$ cat src/rtl/serial_adder_if.sv
// Handshake bundle for the bit-serial adder: operand request channel and result channel.
interface serial_adder_if #(
  parameter int WIDTH = 8
);
  logic             start_valid;
  logic             start_ready;
  logic [WIDTH-1:0] a_in;
  logic [WIDTH-1:0] b_in;
  logic             cin;
  logic [WIDTH-1:0] sum_out;
  logic             cout;
  logic             done_valid;
  logic             done_ready;

  modport slave (
    input  start_valid, a_in, b_in, cin, done_ready,
    output start_ready, sum_out, cout, done_valid
  );

  modport master (
    output start_valid, a_in, b_in, cin, done_ready,
    input  start_ready, sum_out, cout, done_valid
  );
endinterface

$ cat src/rtl/serial_adder.sv
// Bit-serial adder: one full-adder cell (two half adders) iterated LSB first,
// carry held in a register between cycles; valid/ready on operands and result.
module serial_adder #(
  parameter int WIDTH = 8
) (
  input  logic          clk,
  input  logic          rst_n,
  serial_adder_if.slave bus
);

  localparam int CW = ($clog2(WIDTH + 1) < 1) ? 1 : $clog2(WIDTH + 1);
  localparam logic [CW-1:0] LAST = CW'(WIDTH - 1);

  localparam logic [1:0] S_IDLE = 2'd0;
  localparam logic [1:0] S_RUN  = 2'd1;
  localparam logic [1:0] S_DONE = 2'd2;

  logic [1:0]       state;
  logic [WIDTH-1:0] a_sr;
  logic [WIDTH-1:0] b_sr;
  logic [WIDTH-1:0] sum_sr;
  logic             carry;
  logic [CW-1:0]    cnt;

  logic             c1, s1, c2, s2;
  logic             carry_next;
  logic [WIDTH-1:0] sum_next;

  // Returns {carry, sum} of one half adder.
  function automatic logic [1:0] half_add(input logic x, input logic y);
    return {x & y, x ^ y};
  endfunction

  always_comb begin
    {c1, s1}   = half_add(a_sr[0], b_sr[0]);
    {c2, s2}   = half_add(s1, carry);
    carry_next = c1 | c2;
    // New sum bit enters at the MSB so the word is LSB-aligned after WIDTH shifts.
    sum_next            = sum_sr >> 1;
    sum_next[WIDTH-1]   = s2;
  end

  always_ff @(posedge clk or negedge rst_n) begin
    if (!rst_n) begin
      state  <= S_IDLE;
      a_sr   <= '0;
      b_sr   <= '0;
      sum_sr <= '0;
      carry  <= 1'b0;
      cnt    <= '0;
    end else begin
      case (state)
        S_IDLE: begin
          if (bus.start_valid) begin
            a_sr   <= bus.a_in;
            b_sr   <= bus.b_in;
            carry  <= bus.cin;
            sum_sr <= '0;
            cnt    <= '0;
            state  <= S_RUN;
          end
        end
        S_RUN: begin
          sum_sr <= sum_next;
          a_sr   <= a_sr >> 1;
          b_sr   <= b_sr >> 1;
          carry  <= carry_next;
          cnt    <= cnt + CW'(1);
          if (cnt == LAST) state <= S_DONE;
        end
        S_DONE: begin
          if (bus.done_ready) state <= S_IDLE;
        end
        default: state <= S_IDLE;
      endcase
    end
  end

  assign bus.start_ready = (state == S_IDLE);
  assign bus.done_valid  = (state == S_DONE);
  assign bus.sum_out     = sum_sr;
  assign bus.cout        = carry;

endmodule

$ cat src/flat_wrapper.sv
// flat-port wrapper written by rule: the top's interface ports become plain ports
module serial_adder_flat 
#(
  parameter int WIDTH = 8
)
  (clk, rst_n, bus_start_valid, bus_a_in, bus_b_in, bus_cin, bus_done_ready, bus_start_ready, bus_sum_out, bus_cout, bus_done_valid);
  serial_adder_if #(.WIDTH(WIDTH)) bus_i ();
  input  logic clk;
  input  logic rst_n;
  input wire logic [$bits(bus_i.start_valid)-1:0] bus_start_valid;
  input wire logic [$bits(bus_i.a_in)-1:0] bus_a_in;
  input wire logic [$bits(bus_i.b_in)-1:0] bus_b_in;
  input wire logic [$bits(bus_i.cin)-1:0] bus_cin;
  input wire logic [$bits(bus_i.done_ready)-1:0] bus_done_ready;
  output wire logic [$bits(bus_i.start_ready)-1:0] bus_start_ready;
  output wire logic [$bits(bus_i.sum_out)-1:0] bus_sum_out;
  output wire logic [$bits(bus_i.cout)-1:0] bus_cout;
  output wire logic [$bits(bus_i.done_valid)-1:0] bus_done_valid;
  assign bus_i.start_valid = bus_start_valid;
  assign bus_i.a_in = bus_a_in;
  assign bus_i.b_in = bus_b_in;
  assign bus_i.cin = bus_cin;
  assign bus_i.done_ready = bus_done_ready;
  assign bus_start_ready = bus_i.start_ready;
  assign bus_sum_out = bus_i.sum_out;
  assign bus_cout = bus_i.cout;
  assign bus_done_valid = bus_i.done_valid;
  serial_adder #(.WIDTH(WIDTH)) u_core (.clk(clk), .rst_n(rst_n), .bus(bus_i));
endmodule
$ cat config.mk
export PLATFORM = sky130hd
export DESIGN_NAME = serial_adder_flat
export DESIGN_NICKNAME = d
export VERILOG_FILES = /design/src/rtl/serial_adder_if.sv /design/src/rtl/serial_adder.sv /design/src/flat_wrapper.sv
export SDC_FILE = /design/constraint.sdc
export NUM_CORES = 1
export LEC_CHECK = 0
export CAP_MARGIN = 20
export CORE_AREA = 4 4 57 59
export DETAILED_ROUTE_END_ITERATION = 10
export DIE_AREA = 0 0 61 63
export GPL_TIMING_DRIVEN = 0
export PLACE_DENSITY = 0.8
export SLEW_MARGIN = 10
export SYNTH_ARGS = -nofsm -noshare
export SYNTH_HDL_FRONTEND = slang
export SYNTH_SLANG_ARGS = --single-unit
$ cat constraint.sdc
create_clock -name clk -period 1.95 [get_ports clk]
set_clock_uncertainty 0.05 [all_clocks]
set_input_delay 0.39 -clock clk [delete_from_list [all_inputs] [get_ports clk]]
set_output_delay 0.39 -clock clk [all_outputs]
set_load 0.005 [all_outputs]
# ---- Word-level counts from Yosys, hierarchy flattened
# Cells that the tools add are included.
dict set report classes {
  bitwise_logic 5
  shift 0
  n_reduce_logical 4
  n_eq_ne 6
  n_lt_le_gt_ge 0
  mul 0
  add_sub_neg 1
  div_mod_pow 0
  n_mux 14
}
# op n
set ops {}
lappend ops {{$pmux 8 s2} 3}
lappend ops {{$mux 8} 3}
lappend ops {{$pmux 4 s2} 1}
lappend ops {{$mux 2} 3}
lappend ops {{$pmux 2 s3} 1}
lappend ops {{$add 4x1->4 const B} 1}
lappend ops {{$eq 4x3->1 const B} 1}
lappend ops {{$mux 4} 1}
lappend ops {{$ne 2x2->1 const B} 2}
lappend ops {{$reduce_and 3->1} 1}
lappend ops {{$and 1x1->1} 2}
lappend ops {{$eq 2x1->1 const B} 1}
lappend ops {{$eq 2x2->1 const B} 1}
lappend ops {{$logic_not 2->1} 1}
lappend ops {{$ne 2x1->1 const B} 1}
lappend ops {{$pmux 1 s2} 1}
lappend ops {{$reduce_and 2->1} 1}
lappend ops {{$reduce_bool 2->1} 1}
lappend ops {{$xor 1x1->1} 2}
lappend ops {{$mux 1} 1}
lappend ops {{$or 1x1->1} 1}
dict set report totals {
  wordCells 36
  latch_bits 0
  inputBits 21
  mem_bits_rw 0
  mem_count 0
  output_inout_bits 11
  ff_bits 31
  rom_bits 0
}

# ---- Logic depth before layout (Yosys ltp)
dict set report depth {
  ltp_word 4
  depth_mapped 5
  ltp_nobuf 5
}

# ---- Least setup slack after synthesis
# OpenSTA, ideal clock, no wires.
dict set report synth_timing {
  kind {reg2out}
  from {reg u_core.state[0]}
  to {out bus_start_ready}
  required_time_ns 1.510
  path_slack_ns 0.757
  n_path_buf 1
  stages_incl_launch_ff 3
  arrival_time_ns 0.753
  cell_sequence {dfrtp_1 buf_4 nor2_1}
}
dict set report synth_between {
  elab_chain_len 1
}
# element line_no
set synth_lines {}
lappend synth_lines {{from (decl)} serial_adder.sv:18} ;# logic [1:0] state;
lappend synth_lines {{from (signal assigned)} serial_adder.sv:45} ;# state <= S_IDLE;
lappend synth_lines {{from (signal assigned)} serial_adder.sv:60} ;# state <= S_RUN;
lappend synth_lines {{from (signal assigned)} serial_adder.sv:69} ;# if (cnt == LAST) state <= S_DONE;
lappend synth_lines {{$logic_not 2->1} serial_adder.sv:79} ;# assign bus.start_ready = (state == S_IDLE);
lappend synth_lines {{to (decl)} flat_wrapper.sv:15} ;# output wire logic [$bits(bus_i.start_ready)-1:0] bus_start_ready;
# Every way passes these cells.

# ---- Final worst setup path
dict set report layout_timing {
  from {reg u_core.state[1]}
  to {out bus_start_ready}
}
# Same word-level chain as after synthesis.

==> reports/summary.md <==
Traced cell by cell, the critical path runs through buf_6 -> buf_4 -> nor2_4 -> dlygate4sd2_1. The number of levels in the clock H-tree was 2; the timing-limited maximum frequency was 546 MHz. The hold violation count in the final report is 0. The most used flip-flop cell after synthesis is dfrtp_1.

For the remaining antenna violation count, the log shows 0. The run gives 0.776 as the weighted congestion at the end of routability-driven global placement. The average wire length per cell after detail routing works out to 16.6 um.

Summed over all nets, the half-perimeter wirelength after detailed placement is 2.34 mm. The clock passes through at most 2 buffers. The run gives 0.829 nW as the total leakage power. After synthesis the netlist holds a flip-flop and latch count of 31. 0 antenna diodes ended up in the layout.

The power density over the cells came out at 1350 nW/um^2. The tools report the type of element launching the critical path as a flop. The logs give 2.54 mW for the overall power consumption and 1390 ps for the data arrival time at the worst-slack endpoint. Startpoint of the lowest-slack register-to-register path: u_core.state[1]$_DFFE_PN0P_. Nature of the critical path endpoint: an output port. After clock tree synthesis, the flow added hold-fix buffers numbering 0. The start-to-end type of the worst setup path is flop to output port.

At the placement stage, the worst setup path has a slack of 160 ps. After synthesis, the mean cell area works out to 10.8 sq um. The end point of the critical path is bus_start_ready. The first global-routing pass estimated 5.69 mm of wire. Data on the critical path is required at its endpoint by 1510 ps. For this run, the post-layout net count is 197. The run gives 0 as the final number of max-transition violations. For the post-synthesis instance total, the log shows 132. In this run, the number of DRC markers left after iteration 0 of detailed routing was 80. The worst-case vdd ir drop was 0.942 mV. The count of buffers added on input and output ports is 31. From left edge to right edge, the die measures 61 um. The run gives 117 ps as the least setup slack across all paths after layout. For this configuration, the core starts out at a cell density of 52.5%. The relative max-transition margin came out at 53.9%. The tree is rooted in a clkbuf_4. Relative to the synthesized area, the layout overhead comes to 32.0%.

Entering global routing, the biggest net connects 32 pins. Cell count along the critical path: 4. Setup violations remaining at the end of the flow were counted as 0. Row count: 19. The Yosys step of the flow raised 0 warnings. TritonCTS built the clock tree. The tools report the final setup TNS as 0 ps. The latest clock arrival within the worst-skew pair was 340 ps.

For the finished layout, the period the worst path requires is 1830 ps. Setup repair after global routing left no endpoint under its margin. Before antenna repair, the detailed router went through 4 iterations. Cells with a size suffix above 1 make up 16.0% of the layout. The min-delay analysis places its worst path in the category input pin to asynchronous set/reset pin. The routed layout has 1,191 vias. The flow ran to the end, and the final reports show no timing, DRC or antenna violations.

The initial antenna violation count came out at 0. The worst reg-to-reg path cell count was 4. The die is 63 um tall.

Cell class contributing the biggest share of worst-path delay: buffers and inverters. The maximum fanout along the worst path was 9; the total core area was 2710 sq um. For the pin with the worst max-slew slack, the measured transition is 692 ps. The async set-or-reset flop fraction in the synthesized netlist was 100%.

For the aggregate routed wire length, the log shows 3.41 mm. The count of flip-flops with a built-in enable after synthesis came out at 0. The tool flagged a number of max-cap violations equal to 0. The register-to-register setup slack came out at 530 ps. The critical path starts at u_core.state[1]$_DFFE_PN0P_.

The tightest hold path in the finished design has a slack of 34.0 ps. For this run, the slowest stage of the critical path takes 410 ps. Using the TritonRoute via totals, the vias-per-cell ratio works out to 5.78. The die covers 3840 sq um. The count of boundary I/O pins came out at 32.

The count of distinct cell types in the synthesized netlist came out at 25. Counting every net in the synthesized netlist gives 155. The tools report the share of the yosys chip area belonging to registers as 54.5%. For this design, the slowest cell found on the critical path is dfrtp_1. The critical path contains buffers and inverters numbering 3 combined. The summed instance area of the synthesized netlist was 1420 sq um; the number of global-route vias before repair was 1,247. The CTS clock-pin slew for the worst setup and hold paths is 100 ps.

In this run, CTS created clock tree buffers numbering 5. In the routed design, unresolved DRC markers number 0. The endpoint identified for the worst register-to-register timing path is u_core.bus.sum_out[4]$_DFFE_PN0P_. The run gives 31 as the number of clock sinks. For this run, the total global-route usage over all layers was measured as 20.0%.

After global routing the overflow that remains totals 0. Of the available clock period, the critical path in the final layout requires 94.0%.
synthesized netlist by cell type (3+ instances only):
cell type  count  area share, %
dfrtp_1       31             54
o21ai_1       15            5.3
a22oi_1       14            7.4
nor2b_1       11            4.8
a22o_1        10            6.2
nand2_1       10            2.6
a21oi_1        8            2.8
buf_2          6            2.1
inv_1          4            1.1
buf_4          3            1.6
nor2_1         3           0.79
state kept, by name, indices dropped and copies added (netlist names):
signal              flops
u_core.state            2
u_core.bus.cout         1
u_core.a_sr             8
u_core.cnt              4
u_core.bus.sum_out      8
u_core.b_sr             8
how the worst min path moves through the flow:
| stage | end | cells past startpoint | slack (ps) | start |
|---|---|---|---|---|
| finish | u_core.bus.sum_out[1]$_DFFE_PN0P_ | 1 | 30 | rst_n |
| global route | u_core.bus.sum_out[1]$_DFFE_PN0P_ | 1 | 80 | rst_n |
| CTS | u_core.bus.sum_out[1]$_DFFE_PN0P_ | 1 | 50 | rst_n |
| detailed placement | u_core.bus.sum_out[1]$_DFFE_PN0P_ | 1 | 420 | rst_n |
| global placement | u_core.b_sr[4]$_DFFE_PN0P_ | 2 | 420 | u_core.b_sr[4]$_DFFE_PN0P_ |
| floorplan | u_core.a_sr[0]$_DFFE_PN0P_ | 0 | 40 | rst_n |
cell type report:
cell class | instances | area, sq um
Fill cell | 233 | 831
Sequential cell | 31 | 777
Multi-Input combinational cell | 86 | 576
Timing Repair Buffer | 35 | 333
Buffer | 11 | 71.3
Clock buffer | 8 | 68.8
Tap cell | 31 | 38.8
Inverter | 4 | 15.0
worst register-to-register path: stages (launching register included):
cell and delay (ps):
dfrtp_1 410, buf_4 150, o21bai_2 240, buf_2 220, a22o_1 250
timing repair:
item / in CTS / in global routing
endpoints found under the setup margin: 2 / 0
hold endpoints to repair: 0 / 0
buffers inserted: 4 / 0
resized for setup: 7 / 0
cell usage in the layout, fill, tap and decap left out:
cell,instances
nor2_1,2
o31ai_1,1
a21oi_1,8
inv_1,4
a22oi_2,1
buf_4,6
clkbuf_4,5
nor2_4,1
dfrtp_1,30
o21ai_0,2
dfrtp_2,1
buf_6,2
nand3_1,1
a2bb2oi_1,2
nor2b_2,1
ha_1,1
clkdlybuf4s50_1,28
a22o_1,10
clkbuf_8,2
mux2_2,1
a32o_1,2
clkbuf_1,2
buf_2,7
a22oi_1,14
o21bai_2,1
and2_0,1
dlygate4sd2_1,2
o21ai_1,15
nand2b_1,1
fa_1,1
nor2b_1,10
nand2_1,10
per-stage QoR:
step                      cells  util, %  cell area [sq um]
final                       206     69.3               1880
after global routing        206     69.3               1880
after CTS                   206     69.3               1880
after detailed placement    194     65.2               1770
after global placement      194     65.4               1770
after floorplan             132        -               1420
kinds of logic (layout without fill, tap and decap cells):
kind of cell               Yosys count  in the layout  share of synthesized area (%)
AOI/OAI and AO/OA                   56             56                           27.2
adders and majority gates            2              2                           2.28
DFF                                 31             31                           54.5
and+or+nand+nor                     27             27                           9.49
muxes                                1              1                          0.791
buffers and inverters               15             58                           5.80
metal layers:
layer  global-route usage, %  vias to the layer above  wire [um]
li1                        -                      558          -
met1                    24.8                      574       1350
met2                    30.5                       49       1720
met3                    6.40                       10        244
met4                    10.0                        0         98
met5                       0                        -          0
where the power goes:
group / internal [mW] / switching (mW) / total [mW]
registers: 0.889 / 0.185 / 1.07
logic: 0.556 / 0.482 / 1.04
clock network: 0.212 / 0.219 / 0.431
total: 1.66 / 0.887 / 2.54
Power figures use the tool's default switching activity.
